--- config.mk ---
export PLATFORM = sky130hd
export DESIGN_NAME = pipeline_hazard_ctrl_flat
export DESIGN_NICKNAME = d
export VERILOG_FILES = /design/src/rtl/core_pkg.sv /design/src/rtl/pipeline_hazard_ctrl_if.sv /design/src/rtl/pipeline_hazard_ctrl.sv /design/src/flat_wrapper.sv
export SDC_FILE = /design/constraint.sdc
export NUM_CORES = 1
export LEC_CHECK = 0
export ABC_CLOCK_PERIOD_IN_PS = 4100
export BUFFER_PORTS_ARGS = -buffer_cell sky130_fd_sc_hd__buf_2
export CAP_MARGIN = 20
export CELL_PAD_IN_SITES_DETAIL_PLACEMENT = 1
export CELL_PAD_IN_SITES_GLOBAL_PLACEMENT = 2
export CORE_ASPECT_RATIO = 0.5
export CORE_MARGIN = 4
export CORE_UTILIZATION = 32
export DETAILED_ROUTE_END_ITERATION = 7
export GPL_TIMING_DRIVEN = 0
export HOLD_SLACK_MARGIN = 0.15
export PLACE_DENSITY = 0.83
export SYNTH_ARGS = -nofsm -noshare
export SYNTH_HDL_FRONTEND = slang
export SYNTH_SLANG_ARGS = --single-unit
--- constraint.sdc ---
create_clock -name clk -period 4.1 [get_ports clk]
set_input_delay 1.025 -clock clk [delete_from_list [all_inputs] [get_ports clk]]
set_output_delay 1.025 -clock clk [all_outputs]
set_load 0.02 [all_outputs]
--- src/rtl/core_pkg.sv ---
// Shared core types: hazard FSM state, per-register pipeline control bundle and
// architectural constants used by the hazard controller.
package core_pkg;

    typedef enum logic [0:0] {
        RUN      = 1'b0,
        MEM_WAIT = 1'b1
    } hazard_state_t;

    typedef struct packed {
        logic pc_en;
        logic if_id_en;
        logic id_ex_en;
        logic ex_mem_en;
        logic mem_wb_en;
        logic if_id_clear;
        logic id_ex_clear;
        logic ex_mem_clear;
        logic mem_wb_clear;
    } pipe_ctrl_t;

    localparam logic [4:0] REG_X0 = 5'd0;

    // Free-flowing pipeline: every register captures, nothing is squashed.
    function automatic pipe_ctrl_t ctrl_run();
        pipe_ctrl_t c;
        c.pc_en        = 1'b1;
        c.if_id_en     = 1'b1;
        c.id_ex_en     = 1'b1;
        c.ex_mem_en    = 1'b1;
        c.mem_wb_en    = 1'b1;
        c.if_id_clear  = 1'b0;
        c.id_ex_clear  = 1'b0;
        c.ex_mem_clear = 1'b0;
        c.mem_wb_clear = 1'b0;
        return c;
    endfunction

endpackage

--- src/rtl/pipeline_hazard_ctrl_if.sv ---
// Hazard sources from the ID/EX/MEM stages and the resulting pipeline-register
// enables/clears. The core side is master, the hazard controller is slave.
interface pipeline_hazard_ctrl_if;

    logic [4:0] id_rs1;
    logic [4:0] id_rs2;
    logic       id_use_rs1;
    logic       id_use_rs2;
    logic       ex_mem_read;
    logic [4:0] ex_rd;
    logic       ex_redirect;
    logic       mem_is_load;

    logic       pc_en;
    logic       if_id_en;
    logic       id_ex_en;
    logic       ex_mem_en;
    logic       mem_wb_en;
    logic       if_id_clear;
    logic       id_ex_clear;
    logic       ex_mem_clear;
    logic       mem_wb_clear;

    modport master (
        output id_rs1, id_rs2, id_use_rs1, id_use_rs2,
        output ex_mem_read, ex_rd, ex_redirect, mem_is_load,
        input  pc_en, if_id_en, id_ex_en, ex_mem_en, mem_wb_en,
        input  if_id_clear, id_ex_clear, ex_mem_clear, mem_wb_clear
    );

    modport slave (
        input  id_rs1, id_rs2, id_use_rs1, id_use_rs2,
        input  ex_mem_read, ex_rd, ex_redirect, mem_is_load,
        output pc_en, if_id_en, id_ex_en, ex_mem_en, mem_wb_en,
        output if_id_clear, id_ex_clear, ex_mem_clear, mem_wb_clear
    );

endinterface

--- src/rtl/pipeline_hazard_ctrl.sv ---
// Pipeline hazard controller for the 5-stage RV32I core: load-use stalls,
// EX redirect flushes, multi-cycle load freezes and stall/flush perf counters.
module pipeline_hazard_ctrl
    import core_pkg::*;
#(
    parameter int unsigned LOAD_LAT = 1,
    parameter int unsigned CNT_W    = 32
) (
    input  logic                 clk,
    input  logic                 rst_n,
    pipeline_hazard_ctrl_if.slave hz,
    output logic [CNT_W-1:0]     stall_cycles,
    output logic [CNT_W-1:0]     flush_count
);

    localparam bit         MULTI_CYCLE = (LOAD_LAT > 1);
    localparam logic [3:0] WAIT_INIT   = MULTI_CYCLE ? 4'(LOAD_LAT - 2) : 4'd0;

    hazard_state_t state_q, state_d;
    logic [3:0]    wait_cnt_q, wait_cnt_d;
    pipe_ctrl_t    ctrl;

    logic load_start;
    logic freeze;
    logic load_use;
    logic redirect_applied;

    assign load_start = (state_q == RUN) && hz.mem_is_load && MULTI_CYCLE;
    assign freeze     = load_start || ((state_q == MEM_WAIT) && (wait_cnt_q != 4'd0));

    assign load_use = hz.ex_mem_read && (hz.ex_rd != REG_X0) &&
                      ((hz.id_use_rs1 && (hz.id_rs1 == hz.ex_rd)) ||
                       (hz.id_use_rs2 && (hz.id_rs2 == hz.ex_rd)));

    // A redirect seen during a freeze is ignored; EX is held so it re-presents later.
    assign redirect_applied = hz.ex_redirect && !freeze;

    always_ff @(posedge clk) begin
        if (!rst_n) begin
            state_q    <= RUN;
            wait_cnt_q <= 4'd0;
        end else begin
            state_q    <= state_d;
            wait_cnt_q <= wait_cnt_d;
        end
    end

    always_comb begin
        state_d    = state_q;
        wait_cnt_d = wait_cnt_q;
        case (state_q)
            RUN: begin
                if (load_start) begin
                    state_d    = MEM_WAIT;
                    wait_cnt_d = WAIT_INIT;
                end
            end
            MEM_WAIT: begin
                if (wait_cnt_q != 4'd0) begin
                    wait_cnt_d = wait_cnt_q - 4'd1;
                end else begin
                    state_d = RUN;
                end
            end
            default: begin
                state_d    = RUN;
                wait_cnt_d = 4'd0;
            end
        endcase
    end

    always_comb begin
        ctrl = ctrl_run();
        if (!rst_n) begin
            ctrl.pc_en        = 1'b0;
            ctrl.if_id_en     = 1'b0;
            ctrl.id_ex_en     = 1'b0;
            ctrl.ex_mem_en    = 1'b0;
            ctrl.mem_wb_en    = 1'b0;
            ctrl.if_id_clear  = 1'b1;
            ctrl.id_ex_clear  = 1'b1;
            ctrl.ex_mem_clear = 1'b1;
            ctrl.mem_wb_clear = 1'b1;
        end else if (freeze) begin
            // Hold everything up to MEM; WB receives a bubble each frozen cycle.
            ctrl.pc_en        = 1'b0;
            ctrl.if_id_en     = 1'b0;
            ctrl.id_ex_en     = 1'b0;
            ctrl.ex_mem_en    = 1'b0;
            ctrl.mem_wb_clear = 1'b1;
        end else if (hz.ex_redirect) begin
            ctrl.if_id_clear = 1'b1;
            ctrl.id_ex_clear = 1'b1;
        end else if (load_use) begin
            ctrl.pc_en       = 1'b0;
            ctrl.if_id_en    = 1'b0;
            ctrl.id_ex_clear = 1'b1;
        end
    end

    assign hz.pc_en        = ctrl.pc_en;
    assign hz.if_id_en     = ctrl.if_id_en;
    assign hz.id_ex_en     = ctrl.id_ex_en;
    assign hz.ex_mem_en    = ctrl.ex_mem_en;
    assign hz.mem_wb_en    = ctrl.mem_wb_en;
    assign hz.if_id_clear  = ctrl.if_id_clear;
    assign hz.id_ex_clear  = ctrl.id_ex_clear;
    assign hz.ex_mem_clear = ctrl.ex_mem_clear;
    assign hz.mem_wb_clear = ctrl.mem_wb_clear;

    always_ff @(posedge clk) begin
        if (!rst_n) begin
            stall_cycles <= '0;
        end else if (!ctrl.pc_en) begin
            stall_cycles <= stall_cycles + CNT_W'(1);
        end
    end

    always_ff @(posedge clk) begin
        if (!rst_n) begin
            flush_count <= '0;
        end else if (redirect_applied) begin
            flush_count <= flush_count + CNT_W'(1);
        end
    end

endmodule

--- src/flat_wrapper.sv ---
// flat-port wrapper written by rule: the top's interface ports become plain ports
module pipeline_hazard_ctrl_flat import core_pkg::*;
#(
    parameter int unsigned LOAD_LAT = 1,
    parameter int unsigned CNT_W    = 32
)
  (clk, rst_n, stall_cycles, flush_count, hz_id_rs1, hz_id_rs2, hz_id_use_rs1, hz_id_use_rs2, hz_ex_mem_read, hz_ex_rd, hz_ex_redirect, hz_mem_is_load, hz_pc_en, hz_if_id_en, hz_id_ex_en, hz_ex_mem_en, hz_mem_wb_en, hz_if_id_clear, hz_id_ex_clear, hz_ex_mem_clear, hz_mem_wb_clear);
  pipeline_hazard_ctrl_if hz_i ();
  input  logic clk;
  input  logic rst_n;
  output logic [CNT_W-1:0] stall_cycles;
  output logic [CNT_W-1:0] flush_count;
  input wire logic [$bits(hz_i.id_rs1)-1:0] hz_id_rs1;
  input wire logic [$bits(hz_i.id_rs2)-1:0] hz_id_rs2;
  input wire logic [$bits(hz_i.id_use_rs1)-1:0] hz_id_use_rs1;
  input wire logic [$bits(hz_i.id_use_rs2)-1:0] hz_id_use_rs2;
  input wire logic [$bits(hz_i.ex_mem_read)-1:0] hz_ex_mem_read;
  input wire logic [$bits(hz_i.ex_rd)-1:0] hz_ex_rd;
  input wire logic [$bits(hz_i.ex_redirect)-1:0] hz_ex_redirect;
  input wire logic [$bits(hz_i.mem_is_load)-1:0] hz_mem_is_load;
  output wire logic [$bits(hz_i.pc_en)-1:0] hz_pc_en;
  output wire logic [$bits(hz_i.if_id_en)-1:0] hz_if_id_en;
  output wire logic [$bits(hz_i.id_ex_en)-1:0] hz_id_ex_en;
  output wire logic [$bits(hz_i.ex_mem_en)-1:0] hz_ex_mem_en;
  output wire logic [$bits(hz_i.mem_wb_en)-1:0] hz_mem_wb_en;
  output wire logic [$bits(hz_i.if_id_clear)-1:0] hz_if_id_clear;
  output wire logic [$bits(hz_i.id_ex_clear)-1:0] hz_id_ex_clear;
  output wire logic [$bits(hz_i.ex_mem_clear)-1:0] hz_ex_mem_clear;
  output wire logic [$bits(hz_i.mem_wb_clear)-1:0] hz_mem_wb_clear;
  assign hz_i.id_rs1 = hz_id_rs1;
  assign hz_i.id_rs2 = hz_id_rs2;
  assign hz_i.id_use_rs1 = hz_id_use_rs1;
  assign hz_i.id_use_rs2 = hz_id_use_rs2;
  assign hz_i.ex_mem_read = hz_ex_mem_read;
  assign hz_i.ex_rd = hz_ex_rd;
  assign hz_i.ex_redirect = hz_ex_redirect;
  assign hz_i.mem_is_load = hz_mem_is_load;
  assign hz_pc_en = hz_i.pc_en;
  assign hz_if_id_en = hz_i.if_id_en;
  assign hz_id_ex_en = hz_i.id_ex_en;
  assign hz_ex_mem_en = hz_i.ex_mem_en;
  assign hz_mem_wb_en = hz_i.mem_wb_en;
  assign hz_if_id_clear = hz_i.if_id_clear;
  assign hz_id_ex_clear = hz_i.id_ex_clear;
  assign hz_ex_mem_clear = hz_i.ex_mem_clear;
  assign hz_mem_wb_clear = hz_i.mem_wb_clear;
  pipeline_hazard_ctrl #(.LOAD_LAT(LOAD_LAT), .CNT_W(CNT_W)) u_core (.clk(clk), .rst_n(rst_n), .hz(hz_i), .stall_cycles(stall_cycles), .flush_count(flush_count));
endmodule
==> results.ini, run 1 <==
[status]
status = complete, no violations

[clocking]
htree_levels = 3
post_cts_buffers = 0
cts_tree = done
clkTransAtPathRegs_ns = 0.06
cts_buffer_depth = 2
clk_latency_ns = 0.34
clkSinkCount = 69
root_buffer = clkbuf_16
numCtsBuffers = 9

[critical_path]
crit_fanout = 16
reg2reg_setup_slack_ns = 1.36
cpPeakStageDelay_ns = 0.47
end_kind = output pin
r2r_end = u_core.stall_cycles[25]
crit_type = in -> out
reg2reg_from = u_core.wait_cnt_q[0]
start_kind = input port
rr_worst_depth = 9
arrival_ns = 2.80
worstPathCellList = buf_2 > xor2_1 > nor4_2 > a32oi_2 > o311a_4 > buf_4 > buf_4 > buf_2
cp_slowest_cell = o311a_4
cp.required_ns = 3.07

[floorplan]
die_x_um = 153
core-area_mm2 = 0.0102
initial_core_util = 0.330
dieArea_mm2 = 0.0124
io-pin-count = 95
row_count = 26
die_height_um = 80.7

[detailed_routing]
drt_iter0_drc = 117
wl_per_cell_um = 15.5
first_pass_iters = 4
via_per_inst = 5.10
ant_nets = 0
vias = 3358
drc = 0
finalWirelength_um = 10200

[synth]
ys_seq_area_frac = 0.408
synth_most_common_cell = dfxtp_1
yosys_warnings = 0
synth_edf_count = 0
syn_inst = 412
synthArstFlopShare = 0
syn-cell-area_mm2 = 0.00339
yosys-top-cells-area = dfxtp_1 (41%), xnor2_1 (5.9%), a21oi_1 (4.7%)
synthDistinctLibCells = 39
synth_area_leader_cell = dfxtp_1
synth-seq-cells = 69
synthTopCellsByCount = dfxtp_1 (69), nor2_1 (37), a21oi_1 (32)
synth_top_area_share = 0.408
synth_nets = 437
syn_area_per_cell_um2 = 8.22
synthFlopType = dfxtp_1

[sta]
drv_slew = 0
clock.fmax_mhz = 261
fin_skew_ns = 0.00513
slew_headroom = 0.605
finalSetupViolCount = 0
rsz0062_at_grt = no
hold_viol_final = 0
tightest_slew_ns = 0.592
tns_ns = 0
period_share = 0.933
post-route-min-period_ns = 3.82

[global_route]
antenna_found_initial = 0
grt_pass1_vias = 3312
grt_usage = 0.172
grt_pass1_wl_um = 17100
gr-total-overflow = 0
grt_max_degree = 13

[finish]
layout-drive-gt1-share = 0.237
multi_input_area_mm2 = 0.00184
nets = 538
areaGrowthSynthToFinish_pct = 28.4
fill_cells = 1280
fin_cells = 658
ff_latch_area_mm2 = 0.00138
antenna_cells = 0

[placement]
dp_hpwl_um = 7470
gp_congestion = 0.725
dpl.cell_count = 644
port_buffers = 92

[min_path]
min_path_type = reg -> reg
min_to = u_core.stall_cycles[31]
hp-start = u_core.stall_cycles[31]
hold_depth = 2

[pwr]
p_per_area_mw_per_mm2 = 371
p_leak_nw = 1.65
vdd.ir_drop.worst_uv = 158

[run]
maxCapViolations = 0

-- power breakdown --
part           switching, mW  internal [mW]  total [mW]
Combinational         0.0543         0.0275      0.0818
Sequential           0.00267          0.673       0.676
Clock                  0.308          0.548       0.855
Total                  0.364           1.25        1.61
-- metal layers --
metal  track usage  wire (µm)  share of wire
met1         0.223       4910           0.48
met2         0.289       4840           0.47
met3        0.0463        370          0.036
met4        0.0414         89         0.0087
met5             0          0              0
-- flip-flops by register name (all words and copies together), names as in the netlist --
| register | count |
|---|---|
| u_core.wait_cnt_q | 4 |
| u_core.stall_cycles | 32 |
| u_core.state_q | 1 |
| u_core.flush_count | 32 |
-- repair_timing --
action                     4_1_cts  5_1_grt
hold buffers                     0        0
gates resized for setup          0        3
setup endpoints to repair        0        1
hold endpoints to repair         0        0
-- metrics by stage --
step / cell area, µm² / setup slack (ns) / power [mW] / hold WS, ns / util
after global routing: 4350 / 0.136 / 1.67 / 0.535 / 0.424
final: 4350 / 0.276 / 1.61 / 0.486 / 0.424
after global placement: 4020 / 0.0926 / 0.772 / 0.477 / 0.392
after floorplan: 3390 / 0.536 / 0.737 / 0.485 / -
after CTS: 4350 / 0.0870 / 1.64 / 0.492 / 0.424
after detailed placement: 4020 / 0.0991 / 0.772 / 0.483 / 0.392
-- worst max-delay path by stage --
| stage | startpoint | to | depth (start not counted) |
|---|---|---|---|
| final | hz_ex_rd[1] | hz_pc_en | 8 |
| after global routing | hz_ex_rd[1] | hz_pc_en | 8 |
| after CTS | hz_ex_rd[0] | hz_pc_en | 8 |
| after detailed placement | hz_ex_rd[0] | hz_pc_en | 8 |
| after global placement | hz_ex_rd[0] | hz_pc_en | 8 |
| after floorplan | hz_ex_rd[0] | hz_pc_en | 6 |
-- cells in the final DEF, fill, tap and decap left out, drive strengths merged, types with 7 or more instances in the layout --
master  count
dfxtp      69
o21ai      25
nand3      15
nor2       37
and4        7
nand4      21
buf        99
clkbuf     27
o21a        8
nand2      28
o31ai       9
a21oi      32
nor4        7
inv        13
xor2       16
xnor2      23
or3        25
or4         9
nor3       14
-- kinds of logic after synthesis --
group / Yosys count / synth area share
flops: 69 / 0.408
fa+ha+maj: 3 / 0.0111
xor+xnor: 39 / 0.101
simple gates: 181 / 0.287
mux: 1 / 0.00296
compound gates: 80 / 0.140
buf+inv: 39 / 0.0499
-- critical path: cells and delay by family --
family | cells | cell delay (ns)
compound gates | 2 | 0.65
xor+xnor | 1 | 0.17
buf+inv | 4 | 0.61
simple gates | 1 | 0.33
-- cell type report --
type,count,area share
buffer,24,0.0262
clock buffer,10,0.0550
clock inverter,6,0.0199
inverter,13,0.0112
multi-input combinational,304,0.424
sequential,69,0.318
tap,140,0.0403
timing repair buffer,92,0.106
Power figures use the tool's default switching activity.
==> run 2, diff against run 1 <==
CELL_PAD_IN_SITES_DETAIL_PLACEMENT = not set   (was 1)
CELL_PAD_IN_SITES_GLOBAL_PLACEMENT = not set   (was 2)
CORE_MARGIN = 1.5   (was 4)
CORE_UTILIZATION = 51   (was 32)
PLACE_DENSITY = not set   (was 0.83)
PLACE_DENSITY_LB_ADDON = 0.2   (was not set)
==> results.ini, run 2 (synthesis gave the netlist of run 1 again) <==
[status]
status = complete, no violations

[detailed_routing]
ant_nets = 0
drt_iter0_drc = 162
vias = 3310
first_pass_iters = 4
via_per_inst = 5.44
finalWirelength_um = 8440
drc = 0
wl_per_cell_um = 13.9

[run]
maxCapViolations = 0

[critical_path]
crit_fanout = 11
rr_worst_depth = 10
reg2reg_from = u_core.wait_cnt_q[0]
cp_num_cells = 9
r2r_end = u_core.stall_cycles[19]
cp.required_ns = 3.07
worstPathCellList = buf_2 > xor2_1 > nor4_2 > a32oi_1 > o311a_4 > buf_2 > buf_2 > buf_4 > buf_2
cp_slowest_cell = o311a_4
end_kind = output pin
reg2reg_setup_slack_ns = 1.46
crit_family = buffers and inverters
crit_type = in -> out
worst_path_most_repeated_cell = buf_2
cpPeakStageDelay_ns = 0.44
arrival_ns = 2.93
crit_buf_inv = 5
start_kind = input port

[clocking]
clkTransAtPathRegs_ns = 0.05
clk_latency_ns = 0.34
root_buffer = clkbuf_16
cts_hold_buf = 0
clkSinkCount = 69
cts_tree = done
post_cts_buffers = 0
htree_levels = 3
ctsResizeCount = 0
cts_buffer_depth = 2
numCtsBuffers = 9

[sta]
slew_headroom = 0.623
clock.fmax_mhz = 253
drv_slew = 0
finalSetupViolCount = 0
period_share = 0.964
fin_skew_ns = 0.00585
rsz0062_at_grt = no
post-route-min-period_ns = 3.95
hold_viol_final = 0
tightest_slew_ns = 0.566
whs_ns = 0.496
worst_slack_ns = 0.148
tns_ns = 0

[floorplan]
die_height_um = 60.6
row_count = 20
die_x_um = 118
core-area_mm2 = 0.00623
dieArea_mm2 = 0.00717
io-pin-count = 95
initial_core_util = 0.543

[global_route]
grt_pass1_vias = 2986
gr-total-overflow = 0
grt_pass1_wl_um = 13800
grt_usage = 0.246
antenna_found_initial = 0
grt_max_degree = 13

[finish]
final_cell_mix = buf_2 (95), dfxtp_1 (69), nor2_1 (37)
antenna_cells = 0
fin_area_mm2 = 0.00431
layout-drive-gt1-share = 0.238
top_regs = u_core.flush_count x32, u_core.stall_cycles x32, u_core.wait_cnt_q x4
areaGrowthSynthToFinish_pct = 27.2
fin_cells = 608
final_common_cell = buf_2
fill_cells = 530
nets = 540

[min_path]
hp-start = u_core.flush_count[1]
hold_depth = 2
min_to = u_core.flush_count[1]
min_path_type = reg -> reg

[placement]
dpl.cell_count = 592
pre_cts_ws_ns = 0.130
gp_congestion = 0.794
port_buffers = 92
dpl_cell_area_mm2 = 0.00396
dp_hpwl_um = 5930

[pwr]
p_leak_nw = 1.65
p_per_area_mw_per_mm2 = 380
vdd.ir_drop.worst_uv = 319

==> run 2: cell types whose count changed in the layout (fill, tap and decap cells not counted), sizes merged <==
| cell | previous run | this run |
|---|---|---|
| buf | 99 | 100 |
| clkbuf | 27 | 28 |
| clkinv | 3 | 2 |
| bufinv | 2 | 3 |
==> run 2: worst max-delay path by stage <==
| stage | from | slack, ns | end |
|---|---|---|---|
| floorplan | hz_ex_rd[0] | 0.54 | hz_pc_en |
| global placement | hz_ex_rd[0] | 0.12 | hz_pc_en |
| detailed placement | hz_ex_rd[0] | 0.13 | hz_pc_en |
| CTS | u_core.wait_cnt_q[0] | 0.03 | hz_pc_en |
| global route | u_core.wait_cnt_q[0] | 0.03 | hz_pc_en |
| finish | hz_ex_rd[3] | 0.15 | hz_pc_en |
==> run 2: layout make-up <==
cell class                      count  area (µm²)  area share
Multi-Input combinational cell    304        1840       0.428
Clock inverter                      6         111      0.0259
Timing Repair Buffer               92         460       0.107
Clock buffer                       10         229      0.0532
Buffer                             26         120      0.0279
Inverter                           13        48.8      0.0113
Tap cell                           88         110      0.0256
Sequential cell                    69        1380       0.321
==> run 2: worst register-to-register path, stage by stage, from the launching register on <==
cell and delay [ns]:
dfxtp_1 0.33, inv_1 0.06, ha_1 0.15, nor3b_2 0.30, nand2b_1 0.16, clkbuf_1 0.36
o311a_4 0.35, buf_6 0.15, clkbuf_1 0.39, nor3_1 0.10, o21a_1 0.18
==> run 2: metal layers <==
layer | GRT usage | up-vias | share of wire
met5 | 0 | - | 0
met4 | 0.108 | 0 | 0.013
met3 | 0.0714 | 11 | 0.049
met2 | 0.431 | 69 | 0.47
met1 | 0.294 | 1544 | 0.46
li1 | - | 1686 | -
==> run 2: power by group <==
| group | switching (mW) | internal, mW |
|---|---|---|
| clock network | 0.288 | 0.593 |
| logic | 0.0518 | 0.0274 |
| registers | 0.00240 | 0.673 |
| total | 0.342 | 1.29 |
==> run 2: stage by stage <==
stage           util  total power, mW
6_report       0.691             1.64
5_1_grt        0.691             1.68
4_1_cts        0.690             1.65
3_5_place_dp   0.635            0.769
3_3_place_gp   0.635            0.769
2_1_floorplan      -            0.737
